==> src/rtl/if_id_fetch_stage_pkg.sv <==
// Shared constants and fetch FSM encoding for the IF stage and its IF/ID register.
package if_id_fetch_stage_pkg;

  localparam int unsigned FETCH_PC_W      = 16;
  localparam int unsigned FETCH_INSTR_W   = 16;
  localparam logic [15:0] FETCH_RESET_PC  = 16'h0000;
  localparam logic [15:0] FETCH_NOP_INSTR = 16'h0800;
  localparam logic [4:0]  FETCH_HALT_OPC  = 5'b00000;

  typedef enum logic [1:0] {
    ST_FETCH,
    ST_HOLD,
    ST_HALTED
  } fetch_state_e;

endpackage

==> src/rtl/if_id_fetch_stage_skid_buffer.sv <==
// One-entry holding register for an instruction that returns while IF/ID is stalled.
module fetch_skid_buffer #(
  parameter int unsigned DATA_W = 16
) (
  input  logic              clk,
  input  logic              rst_n,
  input  logic              load,
  input  logic              clear,
  input  logic [DATA_W-1:0] din,
  output logic [DATA_W-1:0] dout,
  output logic              valid
);

  always_ff @(posedge clk) begin
    if (!rst_n) begin
      dout  <= '0;
      valid <= 1'b0;
    end else if (clear) begin
      valid <= 1'b0;
    end else if (load) begin
      dout  <= din;
      valid <= 1'b1;
    end
  end

endmodule

==> src/rtl/if_id_fetch_stage.sv <==
// Fetch stage: PC register, instruction-memory request, skid buffer and IF/ID register.
module if_id_fetch_stage
  import if_id_fetch_stage_pkg::*;
#(
  parameter int unsigned        PC_W      = FETCH_PC_W,
  parameter int unsigned        INSTR_W   = FETCH_INSTR_W,
  parameter logic [PC_W-1:0]    RESET_PC  = FETCH_RESET_PC,
  parameter logic [INSTR_W-1:0] NOP_INSTR = FETCH_NOP_INSTR,
  parameter logic [4:0]         HALT_OPC  = FETCH_HALT_OPC
) (
  input  logic               clk,
  input  logic               rst_n,
  input  logic               pc_write_en_in,
  input  logic               if_id_write_en_in,
  input  logic               redirect_valid_in,
  input  logic [PC_W-1:0]    redirect_pc_in,
  output logic               imem_req_out,
  output logic [PC_W-1:0]    imem_addr_out,
  input  logic               imem_ready_in,
  input  logic [INSTR_W-1:0] imem_data_in,
  output logic [INSTR_W-1:0] if_id_instr_out,
  output logic [PC_W-1:0]    if_id_pc_plus2_out,
  output logic               if_id_valid_out,
  output logic               halted_out
);

  fetch_state_e       state_q, state_d;
  logic [PC_W-1:0]    pc_q;
  logic [PC_W-1:0]    pc_plus2;
  logic [INSTR_W-1:0] buf_data;
  logic               buf_valid;
  logic               captured;
  logic               avail;
  logic [INSTR_W-1:0] load_instr;
  logic               halt_hit;
  logic               buf_load;
  logic               buf_clear;

  assign captured   = imem_req_out & imem_ready_in;
  assign avail      = captured | buf_valid;
  assign load_instr = buf_valid ? buf_data : imem_data_in;
  assign halt_hit   = (load_instr[INSTR_W-1 -: 5] == HALT_OPC);
  assign pc_plus2   = pc_q + PC_W'(2);

  // A redirect or a successful IF/ID load empties the buffer; only a stalled capture fills it.
  assign buf_clear  = redirect_valid_in | (if_id_write_en_in & avail);
  assign buf_load   = ~redirect_valid_in & ~if_id_write_en_in & captured;

  fetch_skid_buffer #(.DATA_W(INSTR_W)) u_skid (
    .clk   (clk),
    .rst_n (rst_n),
    .load  (buf_load),
    .clear (buf_clear),
    .din   (imem_data_in),
    .dout  (buf_data),
    .valid (buf_valid)
  );

  always_ff @(posedge clk) begin
    if (!rst_n) state_q <= ST_FETCH;
    else        state_q <= state_d;
  end

  always_comb begin
    state_d = state_q;
    if (redirect_valid_in) begin
      state_d = ST_FETCH;
    end else if (if_id_write_en_in) begin
      if (avail) state_d = halt_hit ? ST_HALTED : ST_FETCH;
    end else if (captured) begin
      state_d = ST_HOLD;
    end
  end

  always_comb begin
    imem_req_out = rst_n & (state_q == ST_FETCH);
    halted_out   = (state_q == ST_HALTED);
  end

  assign imem_addr_out = pc_q;

  // Bubbles and stalls leave pc_plus2 untouched; only reset and real loads write it.
  always_ff @(posedge clk) begin
    if (!rst_n) begin
      pc_q               <= RESET_PC;
      if_id_instr_out    <= NOP_INSTR;
      if_id_pc_plus2_out <= '0;
      if_id_valid_out    <= 1'b0;
    end else if (redirect_valid_in) begin
      pc_q            <= redirect_pc_in;
      if_id_instr_out <= NOP_INSTR;
      if_id_valid_out <= 1'b0;
    end else if (if_id_write_en_in) begin
      if (avail) begin
        if_id_instr_out    <= load_instr;
        if_id_pc_plus2_out <= pc_plus2;
        if_id_valid_out    <= 1'b1;
        if (pc_write_en_in) pc_q <= pc_plus2;
      end else begin
        if_id_instr_out <= NOP_INSTR;
        if_id_valid_out <= 1'b0;
      end
    end
  end

endmodule

==> config.mk <==
export PLATFORM = sky130hd
export DESIGN_NAME = if_id_fetch_stage
export DESIGN_NICKNAME = d
export VERILOG_FILES = /design/src/rtl/if_id_fetch_stage_pkg.sv /design/src/rtl/if_id_fetch_stage_skid_buffer.sv /design/src/rtl/if_id_fetch_stage.sv
export SDC_FILE = /design/constraint.sdc
export NUM_CORES = 1
export LEC_CHECK = 0
export BUFFER_PORTS_ARGS = -buffer_cell sky130_fd_sc_hd__buf_2
export CORE_MARGIN = 3
export CORE_UTILIZATION = 45
export CTS_CLUSTER_SIZE = 25
export DETAILED_ROUTE_END_ITERATION = 10
export PLACE_DENSITY_LB_ADDON = 0.1
export SETUP_SLACK_MARGIN = 0.02
export SKIP_CTS_REPAIR_TIMING = 1
export SYNTH_ARGS = -nofsm -noshare
export SYNTH_HDL_FRONTEND = slang
export SYNTH_SLANG_ARGS = --single-unit
export TNS_END_PERCENT = 100
==> constraint.sdc <==
create_clock -name clk -period 3.05 [get_ports clk]
set_clock_uncertainty 0.05 [all_clocks]
set_input_delay 0.61 -clock clk [delete_from_list [all_inputs] [get_ports clk]]
set_output_delay 0.61 -clock clk [all_outputs]
set_load 0.01 [all_outputs]
Word level (Yosys, flattened, before mapping)
Index checks and enable logic that the tools add are counted.
W data, S select, Z words.
{"block": "totals", "ff_bits": 68, "latchBits": 0, "mem_bits_rw": 0, "mem_bits_ro": 0, "input_bits": 38, "output_inout_bits": 51, "elab_cells": 44, "mem_count": 0}
{"block": "op_classes", "n_addsub": 1, "multipliers": 0, "div_mod_pow": 0, "n_lt_le_gt_ge": 0, "eq_ne": 2, "n_shift": 0, "mux": 11, "bitwise_logic": 11, "reduce_logical": 12}
{"operator": "$mux W16", "count": 6}
{"operator": "$add A16 B2 Y16 const B", "count": 1}
{"operator": "$mux W2", "count": 4}
{"operator": "$reduce_bool A2 Y1", "count": 4}
{"operator": "$reduce_and A3 Y1", "count": 2}
{"operator": "$and A1 B1 Y1", "count": 5}
{"operator": "$logic_not A5 Y1", "count": 1}
{"operator": "$not A1 Y1", "count": 4}
{"operator": "$reduce_and A2 Y1", "count": 2}
{"operator": "$reduce_or A2 Y1", "count": 2}
{"operator": "$eq A2 B2 Y1 const B", "count": 1}
{"operator": "$logic_not A2 Y1", "count": 1}
{"operator": "$ne A2 B1 Y1 const B", "count": 1}
{"operator": "$or A1 B1 Y1", "count": 2}
{"operator": "$mux W1", "count": 1}

Depth between registers and ports, before layout
{"block": "depth", "ltp_word": 8, "mapped_depth": 7}

Modules after synthesis
Synthesis repeated with hierarchy kept, for this count alone.
{"block": "unflattened", "cells_unflattened": 349, "hier_area_um2": 3149.3}
{"mod": "if_id_fetch_stage", "n_inst": 1, "cells_per_inst": 275, "area_each_um2": 2452.4, "seq_area_each_um2": 1021.0}
{"mod": "fetch_skid_buffer", "n_inst": 1, "cells_per_inst": 74, "area_each_um2": 696.9, "seq_area_each_um2": 340.3}

Least setup slack after synthesis
No wires, ideal clock.
{"block": "synth_timing", "path_kind": "in2reg", "start": "input redirect_valid_in", "end": "register u_skid.dout[14]", "arrival_time_ps": 1815, "slack_ps": 1057, "path_stages": 7, "n_path_buf": 3, "path_cell_list": "buf_2 clkinv_1 nand3_1 buf_2 buf_2 mux2i_1 nor2_1"}
{"block": "synth_between", "elab_chain_len": 4}
{"item": "start: declaration", "line_no": "if_id_fetch_stage.sv:15", "source": "input logic redirect_valid_in,"}
{"item": "$not A1 Y1 (no source line)"}
{"item": "$and A1 B1 Y1 (2 in a row)", "line_no": "if_id_fetch_stage.sv:47", "source": "assign buf_load = ~redirect_valid_in & ~if_id_write_en_in & captured;"}
{"item": "$reduce_and A2 Y1 (no source line) (*)"}
{"item": "end signal: assignment", "line_no": "if_id_fetch_stage_skid_buffer.sv:21", "source": "dout <= din;"}
{"item": "end: declaration", "line_no": "if_id_fetch_stage_skid_buffer.sv:10", "source": "output logic [DATA_W-1:0] dout,"}
Mark *: on every way between the ends. The rest lies on a longest branch, timed or not.
A chain may end at the register's enable or synchronous reset.

Worst setup path after layout
{"block": "layout_timing", "start": "register pc_q[1] (netlist: imem_addr_out[1])", "end": "register pc_q[15] (netlist: imem_addr_out[15])"}
{"block": "layout_between", "elab_chain_len": 5}
{"item": "start: declaration", "line_no": "if_id_fetch_stage.sv:28", "source": "logic [PC_W-1:0] pc_q;"}
{"item": "start signal: assignment", "line_no": "if_id_fetch_stage.sv:90", "source": "pc_q <= redirect_pc_in;"}
{"item": "start signal: assignment", "line_no": "if_id_fetch_stage.sv:98", "source": "if (pc_write_en_in) pc_q <= pc_plus2;"}
{"item": "$add A16 B2 Y16", "line_no": "if_id_fetch_stage.sv:43", "source": "assign pc_plus2 = pc_q + PC_W'(2);"}
{"item": "$mux W16", "line_no": "if_id_fetch_stage.sv:98"}
{"item": "$mux W16", "line_no": "if_id_fetch_stage.sv:94", "source": "if (avail) begin"}
{"item": "$mux W16", "line_no": "if_id_fetch_stage.sv:93", "source": "end else if (if_id_write_en_in) begin"}
{"item": "$mux W16", "line_no": "if_id_fetch_stage.sv:89", "source": "end else if (redirect_valid_in) begin"}
Every way passes these cells. The select of a mux whose other input is x is not followed.

==> impl_metrics.py <==
metrics = {
    "synthesis": {
        "synth_largest_area_cell": "dfxtp_1",
        "synth_seq_area_share_pct": 45.0,
        "synth_area_sq_mm": 0.00303,
        "synth_fp_nets": 366,
        "synth_top_area_share_pct": 45.0,
        "synth_cell_types": 46,
        "yosysWarnings": 0,
        "avgSynthCellArea_sq_um": 9.25,
        "synth_seq_cells": 68,
        "synth_ff_type": "dfxtp_1",
        "synth_cells": 327,
        "synthArstFlopShare_pct": 0,
        "synth_edf_count": 0,
        "synth_area_leaders": "dfxtp_1, mux2i_1, nor2_1",
    },
    "floorplanning": {
        "placement_rows": 29,
        "die_w_um": 88.0,
        "die-area_sq_mm": 0.00774,
        "coreArea_sq_mm": 0.00642,
        "io_pins": 89,
        "start_util_pct": 47.1,
        "die_h_um": 88.0,
    },
    "setup_path": {
        "crit-reg2reg-launch": "imem_addr_out[1]",
        "critPathKind": "reg2reg",
        "critPathMaxFanout": 7,
        "r2r_setup_slack_ps": 810,
        "arrival_ps": 2440,
        "setup.worst_path.start_class": "flop",
        "startpoint": "imem_addr_out[1]",
        "required_ps": 3250,
        "r2r_cells": 5,
        "critPathCaptureType": "flop",
        "timing.rr.end": "imem_addr_out[15]",
    },
    "final_layout": {
        "antenna_cells": 0,
        "final_util_pct": 58.2,
        "area_growth_pct": 23.5,
        "final_cell_mix": "buf_2, dfxtp_1, nor2_1",
        "drive_gt1_share_pct": 31.8,
        "nFillCells": 600,
        "nets": 449,
        "final_common_cell": "buf_2",
    },
    "global_routing": {
        "grt_pass1_vias": 2632,
        "grt_overflow": 0,
        "grt_max_degree": 32,
        "grt_pass1_wl_um": 12300,
        "grt_usage_pct": 20.3,
        "antenna_found_initial": 0,
    },
    "power": {
        "power_density_mw_per_mm2": 525,
        "ir_worst_vdd_uv": 248,
        "totalPowerFinal_uw": 1960,
        "p_leak_uw": 0.00160,
    },
    "detailed_routing": {
        "ant_nets": 0,
        "wl_per_cell_um": 15.1,
        "drcViolationCount": 0,
        "wl_met1_um": 3650,
        "drtIter0Drc": 116,
        "wl_met2_um": 3230,
        "via_per_inst": 5.46,
        "dr.pass1.iters": 4,
        "top_layer_used": "met4",
        "via_count": 2684,
        "drt-total-wl_um": 7420,
        "met3_length_um": 453,
    },
    "hold_path": {
        "min_to": "if_id_pc_plus2_out[9]",
        "hold_start": "if_id_pc_plus2_out[9]",
        "worstHoldPathCells": 2,
        "hp-class": "reg2reg",
    },
    "clocking": {
        "clk_pin_slew_ps": 80,
        "htree_levels": 3,
        "tritoncts_num_sinks": 68,
        "cts_tree": "yes",
        "cts.path.max_buffers": 2,
        "cts-root-buf": "clkbuf_8",
        "numCtsBuffers": 9,
        "clkLatencyLatePin_ps": 340,
    },
    "job": {
        "drv_cap": 0,
    },
    "timing": {
        "rsz0062_at_grt": "no",
        "relSlewSlack_pct": 61.5,
        "worst_pin_slew_ps": 572,
        "holdWs_ps": 445,
        "finalSetupViolations": 0,
        "fin_crit_ps": 2240,
        "period_share_pct": 73.3,
        "hold_viol": 0,
        "fmax_mhz": 447,
        "setup_tns_ps": 0,
        "slew_violations": 0,
    },
    "placement": {
        "place_hpwl_um": 5180,
        "place.gp.congestion": 0.840,
        "numPortBuffers": 88,
    },
    "status": {
        "status": "completed",
    },
}
## through the flow
stage / setup WS (ps) / cells / cell area (sq um)
2_1_floorplan: 1060 / 327 / 3030
3_3_place_gp: 547 / 476 / 3520
3_5_place_dp: 512 / 476 / 3520
4_1_cts: 816 / 492 / 3740
5_1_grt: 603 / 492 / 3740
6_report: 815 / 492 / 3740
## flip-flops by register name, indices dropped and copies added (netlist names)
name	cells
u_skid.dout	16
state_q	2
if_id_instr_out	16
u_skid.valid	1
if_id_pc_plus2_out	16
imem_addr_out	16
if_id_valid_out	1
## report_power, final
part	leakage [uW]	switching, uW	internal [uW]
logic	0.000940	112	89.7
registers	0.000554	30.7	918
clock network	0.000102	350	460
total	0.00160	492	1470
## area by class of cell
type | instances | area (sq um) | share of cell area [%]
clock buffer | 10 | 128 | 3.41
multi-input combinational | 227 | 1530 | 41.0
timing repair buffer | 96 | 500 | 13.4
inverter | 8 | 30.0 | 0.803
clock inverter | 6 | 88.8 | 2.38
tap | 77 | 96.3 | 2.58
sequential | 68 | 1360 | 36.4
## layer usage
metal / GRT usage (%) / vias up
met5: 0 / -
met4: 7.11 / 0
met2: 32.0 / 73
met3: 4.52 / 9
met1: 27.4 / 1260
li1: - / 1342
## how the worst max path moves through the flow
stage	endpoint	slack (ps)	cells after the start
6_report	imem_addr_out[15]	810	5
5_1_grt	imem_addr_out[15]	600	5
4_1_cts	imem_addr_out[15]	820	5
3_3_place_gp	imem_addr_out[7]	550	5
2_1_floorplan	u_skid.dout[14]	1060	7
3_5_place_dp	if_id_pc_plus2_out[0]	510	6
## synth_stat cells, types with 7 or more instances
library cell	number
o21ai_0	24
a22oi_1	13
mux2i_1	23
nand2_1	8
a211oi_1	13
xnor2_1	12
clkbuf_1	7
a21oi_1	15
dfxtp_1	68
nand4_1	7
buf_2	10
mux2_2	13
nor2_1	45
## worst max-delay path: stages (launching register included)
cell and delay, ps:
dfxtp_1 460, ha_1 320, nand4_1 360, nor4_1 610, a211oi_1 160, nor3b_1 200
## cell families (layout without fill, tap and decap cells)
logic type | after synthesis | in the layout | share of synthesized area (%)
AND/OR/NAND/NOR | 90 | 90 | 14.8
adder cells (fa/ha/maj) | 1 | 1 | 0.413
multiplexers | 36 | 36 | 12.4
AO/OA/AOI/OAI | 83 | 83 | 17.8
buffers and inverters | 32 | 120 | 4.59
flip-flops | 68 | 68 | 45.0
XOR/XNOR | 17 | 17 | 4.92
Note: power is estimated with default switching activity, not from simulation.
